## config.mk

```make
export PLATFORM = sky130hd
export DESIGN_NAME = addr_seq_unlock_flat
export DESIGN_NICKNAME = d
export VERILOG_FILES = /design/src/rtl/addr_seq_unlock_pkg.sv /design/src/rtl/addr_seq_unlock_if.sv /design/src/rtl/addr_seq_unlock_seq_timer.sv /design/src/rtl/addr_seq_unlock.sv /design/src/flat_wrapper.sv
export SDC_FILE = /design/constraint.sdc
export NUM_CORES = 1
export LEC_CHECK = 0
export ABC_AREA = 1
export CAP_MARGIN = 30
export CORE_ASPECT_RATIO = 1.1
export CORE_MARGIN = 4
export CORE_UTILIZATION = 62
export DETAILED_ROUTE_END_ITERATION = 8
export PLACE_DENSITY = 0.85
export SKIP_CTS_REPAIR_TIMING = 1
export SYNTH_ARGS = -nofsm -noshare
export SYNTH_HDL_FRONTEND = slang
export SYNTH_SLANG_ARGS = --single-unit
```

## constraint.sdc

```tcl
create_clock -name clk -period 5.1 [get_ports clk]
set_clock_uncertainty 0.1 [all_clocks]
set_input_delay 1.53 -clock clk [delete_from_list [all_inputs] [get_ports clk]]
set_output_delay 1.53 -clock clk [all_outputs]
set_load 0.02 [all_outputs]
```

## src/rtl/addr_seq_unlock_pkg.sv

```systemverilog
// Shared types and helpers for the address-sequence unlock block.
// Holds the FSM state encoding, the bus window decode and key-step selection.
package addr_seq_pkg;

  typedef enum logic [1:0] {
    IDLE     = 2'd0,
    SEQ      = 2'd1,
    UNLOCKED = 2'd2,
    LOCKOUT  = 2'd3
  } state_t;

  localparam logic WIN_BA13 = 1'b0;
  localparam logic WIN_BA12 = 1'b1;

  // Returns key step k of a packed key whose steps are w bits wide.
  function automatic logic [7:0] key_sel(input logic [63:0] key,
                                         input int unsigned k,
                                         input int unsigned w);
    logic [63:0] mask;
    mask = (64'd1 << w) - 64'd1;
    return 8'((key >> (k * w)) & mask);
  endfunction

endpackage

```

## src/rtl/addr_seq_unlock_if.sv

```systemverilog
// Bus-side access signals observed by the unlock block.
// The block only listens; it never stalls the bus.
interface addr_seq_unlock_if;
  logic        access_stb;
  logic        sel_n;
  logic [13:0] ba;
  logic        br_w;

  modport master (output access_stb, sel_n, ba, br_w);
  modport slave  (input  access_stb, sel_n, ba, br_w);
endinterface

```

## src/rtl/addr_seq_unlock_seq_timer.sv

```systemverilog
// Loadable down-counter: load to CYC, count to zero, pulse expire on the last tick.
// Latency: expire is combinational in the cycle whose edge would reach zero; no backpressure.
module seq_timer #(
  parameter int unsigned CYC = 1024
) (
  input  logic clk,
  input  logic rst_n,
  input  logic load,
  input  logic clr,
  output logic expire
);

  localparam int unsigned W = $clog2(CYC + 1);

  logic [W-1:0] cnt;

  always_ff @(posedge clk or negedge rst_n) begin
    if (!rst_n) begin
      cnt <= '0;
    end else if (load) begin
      cnt <= W'(CYC);
    end else if (clr) begin
      cnt <= '0;
    end else if (cnt != '0) begin
      cnt <= cnt - W'(1);
    end
  end

  // A reload in the expiry cycle wins, so the pulse is suppressed.
  assign expire = (cnt == W'(1)) && !load && !clr;

endmodule

```

## src/rtl/addr_seq_unlock.sv

```systemverilog
// Unlocks on a nibble sequence of qualified reads, then shifts a board ID out on sdrd.
// Latency: all outputs registered, one clk after the qualifying strobe; passive listener, no backpressure.
module addr_seq_unlock
  import addr_seq_pkg::*;
#(
  parameter int unsigned           KEY_LEN     = 4,
  parameter int unsigned           KEY_W       = 4,
  parameter int unsigned           FIELD_LSB   = 4,
  parameter                        KEY         = 16'hA5C3,
  parameter logic [KEY_W-1:0]      RELOCK_CODE = 4'hF,
  parameter int unsigned           ID_W        = 8,
  parameter logic [ID_W-1:0]       ID          = 8'h36,
  parameter int unsigned           TIMEOUT_CYC = 1024,
  parameter int unsigned           MAX_FAIL    = 3,
  parameter int unsigned           LOCKOUT_CYC = 4096
) (
  input  logic                         clk,
  input  logic                         rst_n,
  addr_seq_unlock_if.slave             bus,
  output logic                         unlocked,
  output logic [$clog2(KEY_LEN+1)-1:0] step,
  output logic                         locked_out,
  output logic                         sdrd,
  output logic                         sdrd_oe
);

  localparam int unsigned STEP_W = $clog2(KEY_LEN + 1);
  localparam int unsigned FAIL_W = $clog2(MAX_FAIL + 1);
  localparam int unsigned IDX_W  = $clog2(ID_W);

  if (KEY_LEN * KEY_W > $bits(KEY)) begin : g_key_chk
    $error("addr_seq_unlock: KEY_LEN*KEY_W exceeds width of KEY");
  end
  if (RELOCK_CODE == '0) begin : g_relock_chk
    $error("addr_seq_unlock: RELOCK_CODE must be nonzero");
  end
  if (KEY_LEN < 2 || KEY_LEN > 8 || ID_W < 2) begin : g_range_chk
    $error("addr_seq_unlock: KEY_LEN must be 2..8 and ID_W at least 2");
  end

  state_t              state;
  logic [FAIL_W-1:0]   fail_cnt;
  logic [IDX_W-1:0]    idx;

  logic                qual;
  logic [KEY_W-1:0]    field;
  logic [KEY_W-1:0]    key_exp;
  logic [KEY_W-1:0]    key0;
  logic                in_seq;
  logic                match;
  logic [FAIL_W-1:0]   fail_inc;
  logic                lock_hit;
  logic                seq_load, seq_clr, seq_exp;
  logic                lock_load, lock_clr, lock_exp;

  assign qual = bus.access_stb && !bus.sel_n && (bus.ba[13] == WIN_BA13) &&
                (bus.ba[12] == WIN_BA12) && bus.br_w;
  assign field    = bus.ba[FIELD_LSB +: KEY_W];
  assign key_exp  = KEY_W'(key_sel(64'(KEY), int'(step), KEY_W));
  assign key0     = KEY_W'(key_sel(64'(KEY), 0, KEY_W));
  assign in_seq   = (state == IDLE) || (state == SEQ);
  assign match    = (field == key_exp);
  assign fail_inc = fail_cnt + FAIL_W'(1);
  assign lock_hit = qual && in_seq && !match && (fail_inc == FAIL_W'(MAX_FAIL));

  // Every qualified access in the key phase restarts the idle window.
  assign seq_load  = qual && in_seq;
  assign seq_clr   = (state == UNLOCKED) || (state == LOCKOUT);
  assign lock_load = lock_hit;
  assign lock_clr  = (state != LOCKOUT) && !lock_hit;

  seq_timer #(.CYC(TIMEOUT_CYC)) u_seq_tmr (
    .clk    (clk),
    .rst_n  (rst_n),
    .load   (seq_load),
    .clr    (seq_clr),
    .expire (seq_exp)
  );

  seq_timer #(.CYC(LOCKOUT_CYC)) u_lock_tmr (
    .clk    (clk),
    .rst_n  (rst_n),
    .load   (lock_load),
    .clr    (lock_clr),
    .expire (lock_exp)
  );

  always_ff @(posedge clk or negedge rst_n) begin
    if (!rst_n) begin
      state      <= IDLE;
      step       <= '0;
      unlocked   <= 1'b0;
      locked_out <= 1'b0;
      sdrd       <= 1'b0;
      sdrd_oe    <= 1'b0;
      fail_cnt   <= '0;
      idx        <= '0;
    end else begin
      sdrd_oe <= 1'b0;
      case (state)
        IDLE, SEQ: begin
          if (qual) begin
            if (match) begin
              if (step == STEP_W'(KEY_LEN - 1)) begin
                state    <= UNLOCKED;
                step     <= STEP_W'(KEY_LEN);
                unlocked <= 1'b1;
                fail_cnt <= '0;
              end else begin
                state <= SEQ;
                step  <= step + STEP_W'(1);
              end
            end else if (lock_hit) begin
              state      <= LOCKOUT;
              step       <= '0;
              locked_out <= 1'b1;
              fail_cnt   <= fail_inc;
            end else begin
              fail_cnt <= fail_inc;
              // A mismatching nibble may itself be the first key step.
              if (field == key0) begin
                state <= SEQ;
                step  <= STEP_W'(1);
              end else begin
                state <= IDLE;
                step  <= '0;
              end
            end
          end else if (state == SEQ && seq_exp) begin
            state <= IDLE;
            step  <= '0;
          end
        end
        UNLOCKED: begin
          if (qual) begin
            if (field == '0) begin
              sdrd    <= ID[idx];
              sdrd_oe <= 1'b1;
              idx     <= (idx == IDX_W'(ID_W - 1)) ? '0 : idx + IDX_W'(1);
            end else if (field == RELOCK_CODE) begin
              state    <= IDLE;
              step     <= '0;
              idx      <= '0;
              unlocked <= 1'b0;
            end
          end
        end
        LOCKOUT: begin
          if (lock_exp) begin
            state      <= IDLE;
            fail_cnt   <= '0;
            locked_out <= 1'b0;
          end
        end
        default: state <= IDLE;
      endcase
    end
  end

endmodule

```

## src/flat_wrapper.sv

```systemverilog
// flat-port wrapper written by rule: the top's interface ports become plain ports
module addr_seq_unlock_flat import addr_seq_pkg::*;
#(
  parameter int unsigned           KEY_LEN     = 4,
  parameter int unsigned           KEY_W       = 4,
  parameter int unsigned           FIELD_LSB   = 4,
  parameter                        KEY         = 16'hA5C3,
  parameter logic [KEY_W-1:0]      RELOCK_CODE = 4'hF,
  parameter int unsigned           ID_W        = 8,
  parameter logic [ID_W-1:0]       ID          = 8'h36,
  parameter int unsigned           TIMEOUT_CYC = 1024,
  parameter int unsigned           MAX_FAIL    = 3,
  parameter int unsigned           LOCKOUT_CYC = 4096
)
  (clk, rst_n, unlocked, step, locked_out, sdrd, sdrd_oe, bus_access_stb, bus_sel_n, bus_ba, bus_br_w);
  addr_seq_unlock_if bus_i ();
  input  logic clk;
  input  logic rst_n;
  output logic unlocked;
  output logic [$clog2(KEY_LEN+1)-1:0] step;
  output logic locked_out;
  output logic sdrd;
  output logic sdrd_oe;
  input wire logic [$bits(bus_i.access_stb)-1:0] bus_access_stb;
  input wire logic [$bits(bus_i.sel_n)-1:0] bus_sel_n;
  input wire logic [$bits(bus_i.ba)-1:0] bus_ba;
  input wire logic [$bits(bus_i.br_w)-1:0] bus_br_w;
  assign bus_i.access_stb = bus_access_stb;
  assign bus_i.sel_n = bus_sel_n;
  assign bus_i.ba = bus_ba;
  assign bus_i.br_w = bus_br_w;
  addr_seq_unlock #(.KEY_LEN(KEY_LEN), .KEY_W(KEY_W), .FIELD_LSB(FIELD_LSB), .KEY(KEY), .RELOCK_CODE(RELOCK_CODE), .ID_W(ID_W), .ID(ID), .TIMEOUT_CYC(TIMEOUT_CYC), .MAX_FAIL(MAX_FAIL), .LOCKOUT_CYC(LOCKOUT_CYC)) u_core (.clk(clk), .rst_n(rst_n), .bus(bus_i), .unlocked(unlocked), .step(step), .locked_out(locked_out), .sdrd(sdrd), .sdrd_oe(sdrd_oe));
endmodule
```

==> results of run 1 <==
==> layer usage <==
layer / GRT usage / vias up / wire length [um]
met4: 0.07158 / 0 / 99
li1: - / 1062 / -
met2: 0.3686 / 49 / 2416
met1: 0.2423 / 949 / 2217
met5: 0 / - / 0
met3: 0.04485 / 12 / 183
==> kinds of logic after synthesis <==
family          synth area share
fa+ha+maj                0.05831
flops                     0.3693
buf+inv                   0.1035
compound gates           0.09767
simple gates              0.3372
xor+xnor                 0.03402
==> power by group through the flow <==
stage / combinational (mW) / sequential, mW / clock, mW
final: 0.277 / 0.339 / 0.195
after global routing: 0.311 / 0.341 / 0.208
after CTS: 0.278 / 0.338 / 0.197
after detailed placement: 0.276 / 0.344 / 0
after global placement: 0.264 / 0.343 / 0
after floorplan: 0.224 / 0.341 / 0
==> state kept, by name (all words and copies together), names as in the netlist <==
name and flops:
u_core.u_lock_tmr.cnt 13, u_core.u_seq_tmr.cnt 11, u_core.idx 3, u_core.step 3, u_core.fail_cnt 2, u_core.state 2, u_core.locked_out 1, u_core.sdrd 1
u_core.sdrd_oe 1, u_core.unlocked 1
==> cells in the mapped netlist <==
library cell / n / share of area
nand4_4: 1 / 0.0083
nand2_2: 10 / 0.024
or2_2: 1 / 0.0024
nand3_1: 23 / 0.045
nor3b_1: 1 / 0.0029
nor2_1: 32 / 0.047
nor2_8: 1 / 0.0078
nor2_4: 6 / 0.026
inv_2: 8 / 0.012
nand4_1: 5 / 0.012
inv_1: 52 / 0.076
o22ai_1: 1 / 0.0024
clkinv_4: 1 / 0.0034
nor4_1: 3 / 0.0073
nand3b_1: 1 / 0.0029
clkinv_1: 1 / 0.0015
xnor2_1: 1 / 0.0034
dfrtp_1: 38 / 0.37
a31oi_4: 1 / 0.0083
nand3_4: 1 / 0.0068
o21ai_1: 7 / 0.014
nor3_2: 2 / 0.0078
a21oi_2: 5 / 0.017
nor2_2: 5 / 0.012
a211oi_2: 4 / 0.019
nor3_1: 4 / 0.0078
inv_4: 1 / 0.0024
xor2_1: 9 / 0.031
buf_6: 2 / 0.0087
ha_1: 12 / 0.058
nand2_4: 3 / 0.013
nand2_1: 59 / 0.086
nor3_4: 1 / 0.0063
o31ai_1: 3 / 0.0087
o21ai_2: 2 / 0.0068
a21oi_1: 5 / 0.0097
o21ai_0: 6 / 0.012
nand3_2: 3 / 0.012
==> metrics by stage <==
step                      hold slack, ns  setup slack (ns)  cell area (um^2)
after floorplan                   0.3451             2.572              2575
final                             0.3850             2.033              2859
after detailed placement          0.3718             1.928              2783
after CTS                         0.3864             2.030              2859
after global routing              0.3933             1.985              2859
after global placement            0.3621             1.948              2783
==> path summary, 6_finish.rpt <==
check / startpoint / end / slack, ns / depth (start not counted)
max: u_core.step[0]$_DFFE_PN0P_ / step[0] / 2.03 / 1
min: u_core.fail_cnt[1]$_DFFE_PN0P_ / u_core.fail_cnt[1]$_DFFE_PN0P_ / 0.38 / 2
max reg2reg: u_core.step[0]$_DFFE_PN0P_ / u_core.fail_cnt[0]$_DFFE_PN0P_ / 3.04 / 14
min reg2reg: u_core.fail_cnt[1]$_DFFE_PN0P_ / u_core.fail_cnt[1]$_DFFE_PN0P_ / 0.38 / 2
max in group asynchronous: rst_n / u_core.u_lock_tmr.cnt[1]$_DFFE_PN0P_ / 3.13 / 1
min in group asynchronous: rst_n / u_core.u_lock_tmr.cnt[6]$_DFFE_PN0P_ / 1.24 / 1
==> area by class of cell <==
type / count / area (um^2)
Tap cell: 52 / 65.06
Clock buffer: 7 / 76.32
Fill cell: 320 / 1135
Inverter: 63 / 244.0
Sequential cell: 38 / 950.9
Multi-Input combinational cell: 218 / 1358
Timing Repair Buffer: 17 / 165.2
==> summary.txt, run 1 <==
STA
  • Setup TNS: 0 ns
  • RSZ-0062 raised after global routing: no
  • Tmin final: 3.067 ns
  • Final worst-path cycle share: 0.6014
  • Setup violators final: 0
  • Fin. Hold Viols: 0
  • Slew @ Worst Pin: 0.8337 ns
  • Fmax: ~330 MHz
  • Slew headroom: 0.4442
  • Slew Limit Fails: 0

Outcome
  • Status: completed

Place
  • Cell count after placement: 388
  • Port buffer count: 17
  • Detailed Place HPWL: 3695 um
  • Gpl congestion: around 0.83

Route
  • Number of routed nets with antenna violations: 0
  • Drt pass-1 iters: 4
  • Final wirelength: about 4900 um
  • WL/cell: 12.45 um
  • Post-detailed-route via-to-cell ratio: about 5.2
  • DR vias: ~2,100
  • Drt initial violations: roughly 110
  • Residual DRC count: 0

Floorplanning
  • Die ar.: between 0.005 and 0.006 mm^2
  • I/O pin total: 26
  • CORE AREA: between 0.003 and 0.004 mm^2
  • Die height: ~76 um
  • # rows: 24
  • Initial Util: 0.6447
  • Die width: just under 70 um

Global route
  • Antenna violations before repair: 0
  • Total GRT Usage: 0.2033
  • Grt ovf: 0
  • Vias in the first global route: approximately 2,000
  • Largest net degree at the start of global routing: 39
  • Global-route wire length before repair: around 8600 um

Layout
  • Nets: 374
  • Share of cells above drive strength 1: 0.1808
  • Commonest non-fill, non-tap cell in the layout: nand2_1
  • Commonest non-fill, non-tap cells in the layout: nand2_1, inv_1, dfrtp_1, nor2_1, nand3_1
  • Non-filler instance count after layout: 395
  • Final Core Density: 0.7159
  • Ant diodes: 0
  • Synth-to-Final Area Change: 11.03%

Yosys
  • Post-synthesis register bit count: 38
  • Syn_nets: 352
  • Mapped Area: approximately 0.0026 mm^2
  • Distinct cells, synth: 38
  • Avg Cell Area, Syn: roughly 8 um^2
  • Post-synthesis sequential area ratio: 0.3693
  • Syn Inst Count: 321
  • Synth warn: 0

Power and ir drop
  • Max IR drop VDD: between 0.15 and 0.2 mV
  • Clock power frac: 0.241
  • Sw Pwr: 288.1 uW
  • Flop pwr share: 0.418
  • Comb pwr share: 0.341
  • Leakage Power: about 1.6 nW
  • Power per cell area: 283.5 mW/mm^2
  • Total power: 810.6 uW
  • Internal: 522.5 uW
  • Sw Ratio: 0.3554

Setup path
  • CP Launch Type: register
  • Kind of end point of the critical path: primary output
  • Critical path buffers and inverters: 1
  • Crit path max-delay family: buffers and inverters
  • Crit path DAT: ~1.4 ns
  • Worst path slowest cell: clkdlybuf4s50_1
  • WP data required: between 3 and 4 ns
  • Critical path class: reg -> out
  • CP max FO: 7
  • Crit path cell chain: clkdlybuf4s50_1
  • Critical Path Max Stage Delay: 0.67 ns

Flow run
  • MaxCap Viol Count: 0

Clock tree
  • Bufs on Longest Clock Path: 2
  • CTS clk-pin slew, worst paths: about 0.070 ns
  • TritonCTS Sinks: 38
  • CTS tree: built
  • H-Tree Depth: 2
  • CTS root buffer: clkbuf_8
  • Worst skew pair latency: roughly 0.29 ns
  • CTS Buf Count: 5

Min path
  • Min-delay worst type: reg -> reg
No activity file was read; power rests on OpenSTA's default activity.
==> inputs of run 2 (changes only) <==
--- a/config.mk
+++ b/config.mk
@@ -9,9 +9,9 @@
 export CAP_MARGIN = 30
 export CORE_ASPECT_RATIO = 1.1
 export CORE_MARGIN = 4
-export CORE_UTILIZATION = 62
+export CORE_UTILIZATION = 52
 export DETAILED_ROUTE_END_ITERATION = 8
-export PLACE_DENSITY = 0.85
+export PLACE_DENSITY = 0.76
 export SKIP_CTS_REPAIR_TIMING = 1
 export SYNTH_ARGS = -nofsm -noshare
 export SYNTH_HDL_FRONTEND = slang
==> constraint.sdc (replaced) <==
create_clock -name clk -period 2.8 [get_ports clk]
set_clock_uncertainty 0.1 [all_clocks]
set_input_delay 0.84 -clock clk [delete_from_list [all_inputs] [get_ports clk]]
set_output_delay 0.84 -clock clk [all_outputs]
set_load 0.02 [all_outputs]
==> run 2 against run 1 <==
  * Critical path depth stayed put
  * First-iteration DRC count is 24% higher
  * Combinational power is 79% higher
  * Clock-buffer cell count is 2 lower
  * Die area is 17% higher
  * Final cell count is 1.3% higher
  * Setup slack worse by 1.6 ns
  * Register-to-register slack worse by 2.3 ns
  * Worst hold slack worse by 0.0046 ns
  * Power is 94% higher
  * Largest power group unchanged
==> summary.txt, run 2 (synthesis results as in run 1) <==
Setup path
  • Critical Path Max Stage Delay: 0.67 ns (about the same)
  • Crit path cell chain: clkdlybuf4s50_1 (unchanged)
  • CP Launch Type: register (unchanged)
  • Worst path slowest cell: clkdlybuf4s50_1 (unchanged)
  • Critical path class: reg -> out (unchanged)
  • Critical path buffers and inverters: 1 (unchanged)
  • Crit path max-delay family: buffers and inverters (unchanged)
  • CP max FO: 7 (unchanged)
  • Crit path DAT: 1.45 ns (was 1.44 ns)
  • Kind of end point of the critical path: primary output (unchanged)
  • WP data required: 1.86 ns (was 3.47 ns)

Layout
  • Biggest register: u_core.u_lock_tmr.cnt (unchanged)
  • Number of flip-flops under the largest register name: 13 (unchanged)
  • Nets: 374 (unchanged)
  • Non-filler instance count after layout: 400 (was 395)
  • Commonest non-fill, non-tap cells in the layout: nand2_1, inv_1, dfrtp_1, nor2_1, nand3_1 (unchanged)
  • Largest registers: u_core.u_lock_tmr.cnt: 13 flops, u_core.u_seq_tmr.cnt: 11 flops (unchanged)
  • Share of cells above drive strength 1: 0.1890 (was 0.1808)
  • Final Core Density: 0.6141 (was 0.7159)
  • Synth-to-Final Area Change: 12.49% (was 11.03%)
  • Ant diodes: 0 (unchanged)
  • Commonest non-fill, non-tap cell in the layout: nand2_1 (unchanged)

Place
  • Worst slack at placement: 0.3131 ns (was 1.928 ns)
  • Gpl congestion: 0.8582 (was 0.8318)
  • Cell count after placement: 392 (was 388)
  • Port buffer count: 17 (unchanged)
  • Detailed Place HPWL: 3657 um (was 3695 um)

STA
  • Final worst-path cycle share: 0.8531
  • Fmax: roughly 420 MHz
  • Slew Limit Fails: 0 (unchanged)
  • Slew @ Worst Pin: 0.8779 ns (was 0.8337 ns)
  • Setup TNS: 0 ns (unchanged)
  • Setup violators final: 0 (unchanged)
  • Slew headroom: 0.4147 (was 0.4442)
  • Tmin final: between 2 and 2.5 ns
  • Fin. Hold Viols: 0 (unchanged)
  • RSZ-0062 raised after global routing: no (unchanged)
  • Post-route setup slack: 0.4114 ns (was 2.033 ns)

Route
  • Final wirelength: 4889 um (was 4916 um)
  • Residual DRC count: 0 (unchanged)
  • Drt initial violations: 131 (was 106)
  • Post-detailed-route via-to-cell ratio: 5.113 (was 5.246)
  • Drt pass-1 iters: 4 (unchanged)
  • DR vias: 2,045 (was 2,072)
  • WL/cell: 12.22 um (was 12.45 um)
  • Number of routed nets with antenna violations: 0 (unchanged)

Power and ir drop
  • Total power: 1.574 mW (was 810.6 uW)
  • Power per cell area: 543.4 mW/mm^2 (was 283.5 mW/mm^2)
  • Leakage Power: 1.584 nW (was 1.565 nW)
  • Max IR drop VDD: 0.3508 mV (was 0.1572 mV)

Flow run
  • MaxCap Viol Count: 0 (unchanged)

Global route
  • Global-route wire length before repair: 8652 um (was 8590 um)
  • Vias in the first global route: 1,973 (was 1,997)
  • Antenna violations before repair: 0 (unchanged)
  • Grt ovf: 0 (unchanged)
  • Total GRT Usage: 0.1831 (was 0.2033)
  • Largest net degree at the start of global routing: 39 (unchanged)

Clock tree
  • CTS root buffer: clkbuf_8 (unchanged)
  • TritonCTS Sinks: 38 (unchanged)
  • Worst skew pair latency: 0.30 ns (was 0.29 ns)
  • CTS clk-pin slew, worst paths: 0.07 ns (about the same)
  • Bufs on Longest Clock Path: 2 (unchanged)
  • CTS Buf Count: 5 (unchanged)
  • H-Tree Depth: 2 (unchanged)
  • CTS tree: built (unchanged)

Floorplanning
  • # rows: 26 (was 24)
  • Die width: 75.10 um (was 69.45 um)
  • I/O pin total: 26 (unchanged)
  • Die ar.: 0.006143 mm^2 (was 0.005249 mm^2)
  • Initial Util: 0.5459 (was 0.6447)
  • Die height: 81.81 um (was 75.59 um)
  • CORE AREA: 0.004717 mm^2 (was 0.003994 mm^2)

Min path
  • Min-delay worst type: reg -> reg (unchanged)

Outcome
  • Status: completed (unchanged)
## run 2: power by group
part	internal, mW	switching, mW	leakage (nW)
combinational	0.199	0.298	1.01
sequential	0.581	0.0346	0.518
clock	0.262	0.199	0.0579
## run 2: final timing paths
check	startpoint	slack [ns]	to	cells past startpoint
max	u_core.step[0]$_DFFE_PN0P_	0.41	step[0]	1
min	u_core.fail_cnt[1]$_DFFE_PN0P_	0.38	u_core.fail_cnt[1]$_DFFE_PN0P_	2
max reg2reg	u_core.step[0]$_DFFE_PN0P_	0.76	u_core.state[0]$_DFFE_PN0P_	14
min reg2reg	u_core.fail_cnt[1]$_DFFE_PN0P_	0.38	u_core.fail_cnt[1]$_DFFE_PN0P_	2
max in group asynchronous	rst_n	1.49	u_core.idx[0]$_DFFE_PN0P_	1
min in group asynchronous	rst_n	0.56	u_core.u_lock_tmr.cnt[7]$_DFFE_PN0P_	1
## run 2: routing by layer
| metal | track usage | wire length, um | up-vias |
|---|---|---|---|
| met2 | 0.3005 | 2305 | 27 |
| li1 | - | - | 1065 |
| met4 | 0.05872 | 70 | 0 |
| met5 | 0 | 0 | - |
| met3 | 0.04039 | 172 | 6 |
| met1 | 0.2386 | 2341 | 947 |
## run 2: area by class of cell
| cell class | count | area (um^2) |
|---|---|---|
| fillers | 421 | 1821 |
| clock buffers | 5 | 68.82 |
| flip-flops and latches | 38 | 950.9 |
| clock inverters | 3 | 40.04 |
| multi-input cells | 218 | 1358 |
| repair buffers | 17 | 165.2 |
| well taps | 56 | 70.07 |
| inverters | 63 | 244.0 |
## run 2: metrics by stage
stage,hold WS (ns),cell area (um^2)
5_1_grt,0.4223,2897
2_1_floorplan,0.3451,2575
4_1_cts,0.3874,2897
3_3_place_gp,0.3662,2788
6_report,0.3803,2897
3_5_place_dp,0.3693,2788
